$ cat src/rtl/spi_bus_arbiter.sv
// Round-robin arbiter that lends one SPI byte engine to N_REQ requesters for whole framed transactions.
// Grant 1 cycle after req, eng_start/ack 1 cycle later; launch stalls while eng_busy, rx_valid 1 cycle after eng_finished.
module spi_bus_arbiter #(
  parameter int N_REQ   = 4,
  parameter int DW      = 8,
  parameter int TIMEOUT = 1023
) (
  input  logic                clk,
  input  logic                rst,
  input  logic [N_REQ-1:0]    req,
  input  logic [N_REQ-1:0]    req_last,
  input  logic [N_REQ*DW-1:0] req_data,
  output logic [N_REQ-1:0]    gnt,
  output logic [N_REQ-1:0]    ack,
  output logic [N_REQ-1:0]    rx_valid,
  output logic [DW-1:0]       rx_data,
  output logic [N_REQ-1:0]    err,
  output logic                eng_start,
  output logic [DW-1:0]       eng_data,
  input  logic                eng_busy,
  input  logic                eng_finished,
  input  logic [DW-1:0]       eng_data_out
);

  localparam int PW = (N_REQ > 1) ? $clog2(N_REQ) : 1;
  localparam int WW = $clog2(TIMEOUT + 1);

  typedef enum logic [1:0] {IDLE, LAUNCH, WAIT} state_t;

  state_t           state_q, state_d;
  logic [PW-1:0]    ptr_q, ptr_d;
  logic [PW-1:0]    owner_q, owner_d;
  logic             last_q, last_d;
  logic [WW-1:0]    wdog_q, wdog_d;
  logic [N_REQ-1:0] gnt_d, ack_d, rx_valid_d, err_d;
  logic [DW-1:0]    rx_data_d, eng_data_d;
  logic             eng_start_d;

  logic [PW-1:0]    pick;
  logic             pick_vld;
  logic [N_REQ-1:0] pick_oh, owner_oh;
  logic [PW-1:0]    ptr_after_owner;

  // (base + off) mod N_REQ, valid for off < N_REQ
  function automatic logic [PW-1:0] rr_idx(input logic [PW-1:0] base, input int off);
    int s;
    s = int'(base) + off;
    if (s >= N_REQ) s = s - N_REQ;
    return PW'(s);
  endfunction

  // Walk offsets high to low so the smallest offset from the pointer wins.
  always_comb begin
    pick     = ptr_q;
    pick_vld = 1'b0;
    for (int i = N_REQ - 1; i >= 0; i--) begin
      if (req[rr_idx(ptr_q, i)]) begin
        pick     = rr_idx(ptr_q, i);
        pick_vld = 1'b1;
      end
    end
  end

  always_comb begin
    pick_oh           = '0;
    pick_oh[pick]     = 1'b1;
    owner_oh          = '0;
    owner_oh[owner_q] = 1'b1;
    ptr_after_owner   = rr_idx(owner_q, 1);
  end

  always_comb begin
    state_d     = state_q;
    ptr_d       = ptr_q;
    owner_d     = owner_q;
    last_d      = last_q;
    wdog_d      = wdog_q;
    gnt_d       = gnt;
    ack_d       = '0;
    rx_valid_d  = '0;
    err_d       = '0;
    eng_start_d = 1'b0;
    rx_data_d   = rx_data;
    eng_data_d  = eng_data;

    case (state_q)
      IDLE: begin
        if (pick_vld) begin
          owner_d = pick;
          gnt_d   = pick_oh;
          state_d = LAUNCH;
        end
      end

      LAUNCH: begin
        if (!req[owner_q]) begin
          gnt_d   = '0;
          ptr_d   = ptr_after_owner;
          state_d = IDLE;
        end else if (!eng_busy) begin
          eng_data_d  = req_data[int'(owner_q)*DW +: DW];
          last_d      = req_last[owner_q];
          eng_start_d = 1'b1;
          ack_d       = owner_oh;
          wdog_d      = '0;
          state_d     = WAIT;
        end
      end

      WAIT: begin
        wdog_d = wdog_q + WW'(1);
        // A byte completion on the very cycle the watchdog expires still counts as success.
        if (eng_finished) begin
          rx_data_d  = eng_data_out;
          rx_valid_d = owner_oh;
          if (last_q || !req[owner_q]) begin
            gnt_d   = '0;
            ptr_d   = ptr_after_owner;
            state_d = IDLE;
          end else begin
            state_d = LAUNCH;
          end
        end else if (wdog_d == WW'(TIMEOUT)) begin
          err_d   = owner_oh;
          gnt_d   = '0;
          ptr_d   = ptr_after_owner;
          state_d = IDLE;
        end
      end

      default: begin
        gnt_d   = '0;
        state_d = IDLE;
      end
    endcase
  end

  always_ff @(posedge clk) begin
    if (rst) begin
      state_q   <= IDLE;
      ptr_q     <= '0;
      owner_q   <= '0;
      last_q    <= 1'b0;
      wdog_q    <= '0;
      gnt       <= '0;
      ack       <= '0;
      rx_valid  <= '0;
      err       <= '0;
      eng_start <= 1'b0;
      rx_data   <= '0;
      eng_data  <= '0;
    end else begin
      state_q   <= state_d;
      ptr_q     <= ptr_d;
      owner_q   <= owner_d;
      last_q    <= last_d;
      wdog_q    <= wdog_d;
      gnt       <= gnt_d;
      ack       <= ack_d;
      rx_valid  <= rx_valid_d;
      err       <= err_d;
      eng_start <= eng_start_d;
      rx_data   <= rx_data_d;
      eng_data  <= eng_data_d;
    end
  end

endmodule

$ cat config.mk
export PLATFORM = sky130hd
export DESIGN_NAME = spi_bus_arbiter
export DESIGN_NICKNAME = d
export VERILOG_FILES = /design/src/rtl/spi_bus_arbiter.sv
export SDC_FILE = /design/constraint.sdc
export NUM_CORES = 1
export LEC_CHECK = 0
export BUFFER_PORTS_ARGS = -buffer_cell sky130_fd_sc_hd__buf_2
export CELL_PAD_IN_SITES_DETAIL_PLACEMENT = 1
export CELL_PAD_IN_SITES_GLOBAL_PLACEMENT = 2
export CORE_MARGIN = 10
export CORE_UTILIZATION = 26
export CTS_CLUSTER_SIZE = 8
export DETAILED_ROUTE_END_ITERATION = 7
export GPL_ROUTABILITY_DRIVEN = 1
export PLACE_DENSITY = 0.81
export SLEW_MARGIN = 20
export SYNTH_ARGS = -nofsm -noshare
export SYNTH_HDL_FRONTEND = slang
export SYNTH_SLANG_ARGS = --single-unit
$ cat constraint.sdc
create_clock -name clk -period 2.08 [get_ports clk]
set_input_delay 0.208 -clock clk [delete_from_list [all_inputs] [get_ports clk]]
set_output_delay 0.208 -clock clk [all_outputs]
set_load 0.05 [all_outputs]
==> impl_metrics.json <==
{
  "final_cells": 529,
  "cp_max_fo": 5,
  "overflow": 0,
  "syn_area_sq_mm": 0.00257,
  "multi_input_area_sq_mm": 0.00154,
  "grt_usage": 0.108,
  "post-dp-hpwl_mm": 6.26,
  "holdBufCountCts": 0,
  "row_count": 36,
  "seq_area_frac_synth": 0.390,
  "power_frac_seq": 0.473,
  "skew_ns": 0.00877,
  "switchingPower_mw": 0.696,
  "drive_above_1_share": 0.376,
  "htreeDepth": 2,
  "pwr-share-comb": 0.239,
  "ys_ff_latch": 50,
  "area_delta_synth_final_pct": 34.1,
  "die_y_um": 119,
  "clkLatencyLatePin_ns": 0.31,
  "yosysTopAreaCellShare": 0.390,
  "fin_ws_ns": 0.0383,
  "fin_crit_sh": 0.982,
  "required_ns": 2.33,
  "outcome": "completed",
  "coreArea_sq_mm": 0.00968,
  "final_hold_viol_count": 0,
  "crit_arrival_ns": 2.29,
  "yosysWarningCount": 0,
  "cp_cell_sequence": "and3_4 -> or4_4 -> o211ai_4 -> a41oi_4 -> or4_4 -> a21oi_2",
  "finalWirelength_mm": 7.88,
  "p_sw_frac": 0.323,
  "cts.clk_slew.worst_paths_ns": 0.11,
  "rr_worst_depth": 6,
  "grt_pass1_vias": 2627,
  "register_area_sq_mm": 0.00101,
  "port_buffers": 84,
  "crit_type": "register to register",
  "synth-edff-count": 0,
  "reg2reg_slack_ns": 0.04,
  "dpl_cell_area_sq_mm": 0.00328,
  "drc_errors": 0,
  "dieArea_sq_mm": 0.0143,
  "antenna_cells": 0,
  "cts_tree": "done",
  "async_reset_ff_frac": 0,
  "power_density_mw_per_mm2": 626,
  "finalSetupTns_ns": 0,
  "syn_inst": 293,
  "nets": 457,
  "finalSetupViolations": 0,
  "cts_buffers": 5,
  "cap_violations": 0,
  "final.min_clock_period_ns": 2.04,
  "place_inst": 519,
  "syn_avg_cell_area_sq_um": 8.77,
  "worst-path-buf-inv": 0,
  "ir_worst_vdd_v": 0.000328,
  "worst_setup_path_end_kind": "register",
  "leakagePower_nw": 1.45,
  "ys.flop_type": "dfxtp_1",
  "crit_start": "wdog_q[1]",
  "clockBufferDepth": 2,
  "worstSetupPathDepth": 6,
  "ios": 85,
  "drt_iter0_drc": 83,
  "cp_top_family": "simple AND/OR/NAND/NOR gates",
  "finalMaxSlewViolations": 0,
  "vias": 2480,
  "max_slew_margin": 0.599,
  "gpl.final_weighted_congestion": 0.790,
  "r2r-end": "state_q[0]",
  "grt_pass1_wl_mm": 13.1,
  "postLayoutCellArea_sq_mm": 0.00344,
  "viasPerCell": 4.69,
  "antenna_found_initial": 0,
  "r2r_start": "wdog_q[1]",
  "critPathMaxStageDelay_ns": 0.54,
  "yosysTopAreaCell": "dfxtp_1",
  "internal_power_mw": 1.46,
  "dp_slack_ns": -0.0444,
  "drt_pass1_iterations": 4,
  "crit_end": "state_q[0]",
  "synth_cell_types": 48,
  "worst_slew_pin_slew_ns": 0.600,
  "dieWidth_um": 119,
  "post_drt_wl_per_cell_um": 14.9,
  "grt_max_degree": 33,
  "yosys-top-cells-area": "dfxtp_1, mux4_2, nand2_1, a21oi_1, ha_1",
  "syn_nets": 355,
  "worstHoldPathType": "input port to register",
  "crit_slowest_cell": "or4_4",
  "cts_root_buf": "clkbuf_8",
  "crit_path_start_kind": "register",
  "fill_cells": 1193,
  "drtAntennaViolNets": 0,
  "start_util": 0.265,
  "cpMostUsedCell": "or4_4",
  "rsz0062_at_grt": "true",
  "p_clk_frac": 0.288,
  "fmax_mhz": 490,
  "cts.sinks": 50
}
==> registers in the layout, summed over array words and instances (netlist names) <==
| name | cells |
|---|---|
| wdog_q | 10 |
| eng_data | 8 |
| rx_data | 8 |
| ack | 4 |
| err | 4 |
| gnt | 4 |
| rx_valid | 4 |
| owner_q | 2 |
| ptr_q | 2 |
| state_q | 2 |
| eng_start | 1 |
| last_q | 1 |
==> logic make-up (layout without fill, tap and decap cells) <==
kind of cell | Yosys count | in the layout | share of synthesized area
buffers and inverters | 22 | 125 | 0.0326
xor gates and xnor gates | 3 | 3 | 0.0102
muxes | 13 | 13 | 0.0994
AOI/OAI and AO/OA | 67 | 67 | 0.161
DFF | 50 | 50 | 0.390
adders and majority gates | 10 | 10 | 0.0487
and+or+nand+nor | 128 | 128 | 0.258
==> power groups by stage <==
stage               clock, mW  combinational [mW]  sequential [mW]
floorplan                   0               0.267             1.12
global placement            0               0.505             1.04
finish                  0.621               0.516             1.02
CTS                     0.651               0.516             1.02
detailed placement          0               0.515             1.04
global route            0.686               0.574             1.03
==> synth_stat cells (all sizes together) (3+ instances only) <==
master / count
nand3: 6
buf: 6
ha: 10
nor2b: 7
nor3: 3
dfxtp: 50
nand2b: 8
inv: 11
nand4b: 3
mux2i: 3
nand2: 51
nor2: 20
mux4: 10
or4: 3
a21oi: 36
o21ai: 15
clkbuf: 5
nor3b: 4
and2: 11
nand4: 3
or3: 4
==> worst min-delay path by stage <==
stage	slack [ns]	cells past startpoint	to	startpoint
2_1_floorplan	0.34	2	rx_data[0]	eng_data_out[0]
3_5_place_dp	0.45	2	eng_data[3]	eng_data[3]
5_1_grt	0.12	3	rx_data[7]	eng_data_out[7]
6_report	0.12	3	rx_data[4]	eng_data_out[4]
3_3_place_gp	0.44	2	eng_data[7]	eng_data[7]
4_1_cts	0.11	3	rx_data[1]	eng_data_out[1]
==> metrics by stage <==
stage / power (mW) / util / hold WS, ns
after floorplan: 1.38 / - / 0.344
after global placement: 1.55 / 0.339 / 0.439
after detailed placement: 1.56 / 0.339 / 0.445
after CTS: 2.19 / 0.352 / 0.109
after global routing: 2.29 / 0.356 / 0.121
final: 2.16 / 0.356 / 0.118
==> area by class of cell <==
cell class,count,share of cell area
clock buffers,5,0.0200
clock inverters,3,0.00835
inverters,11,0.0120
multi-input cells,221,0.447
flip-flops and latches,50,0.294
well taps,133,0.0483
repair buffers,106,0.170
==> what timing repair did <==
item                       4_1_cts  5_1_grt
buffers inserted                 2        0
setup endpoints to repair        1        6
resized for setup                3       14
pin swaps                        4        2
==> worst register-to-register path, cell delays in order, from the launching register on <==
cell and delay, ns:
dfxtp_4 0.38, and3_4 0.17, or4_4 0.54, o211ai_4 0.10
a41oi_4 0.14, or4_4 0.53, a21oi_2 0.13
==> per-layer routing <==
layer | GRT usage | vias to the layer above | part of all wire
li1 | - | 1226 | -
met1 | 0.133 | 1199 | 0.44
met2 | 0.185 | 47 | 0.50
met3 | 0.0241 | 8 | 0.044
met4 | 0.0309 | 0 | 0.013
met5 | 0 | - | 0
==> cell usage in the layout (no fill, tap or decap), drive strengths merged, types with 2 or more instances in the layout <==
master and instances:
o211ai 2, nor3b 4, nor2 20, mux2i 3
mux4 10, ha 10, nand2 51, nand4b 3
inv 13, o41ai 2, a21oi 36, and2 11
nand4 3, xor2 2, nor2b 7, dfxtp 50
or4 3, buf 106, nor3 3, and3 2
or3 4, a21o 2, nand2b 8, o21ai 15
clkbuf 5, nand3 6
Power figures use the tool's default switching activity.
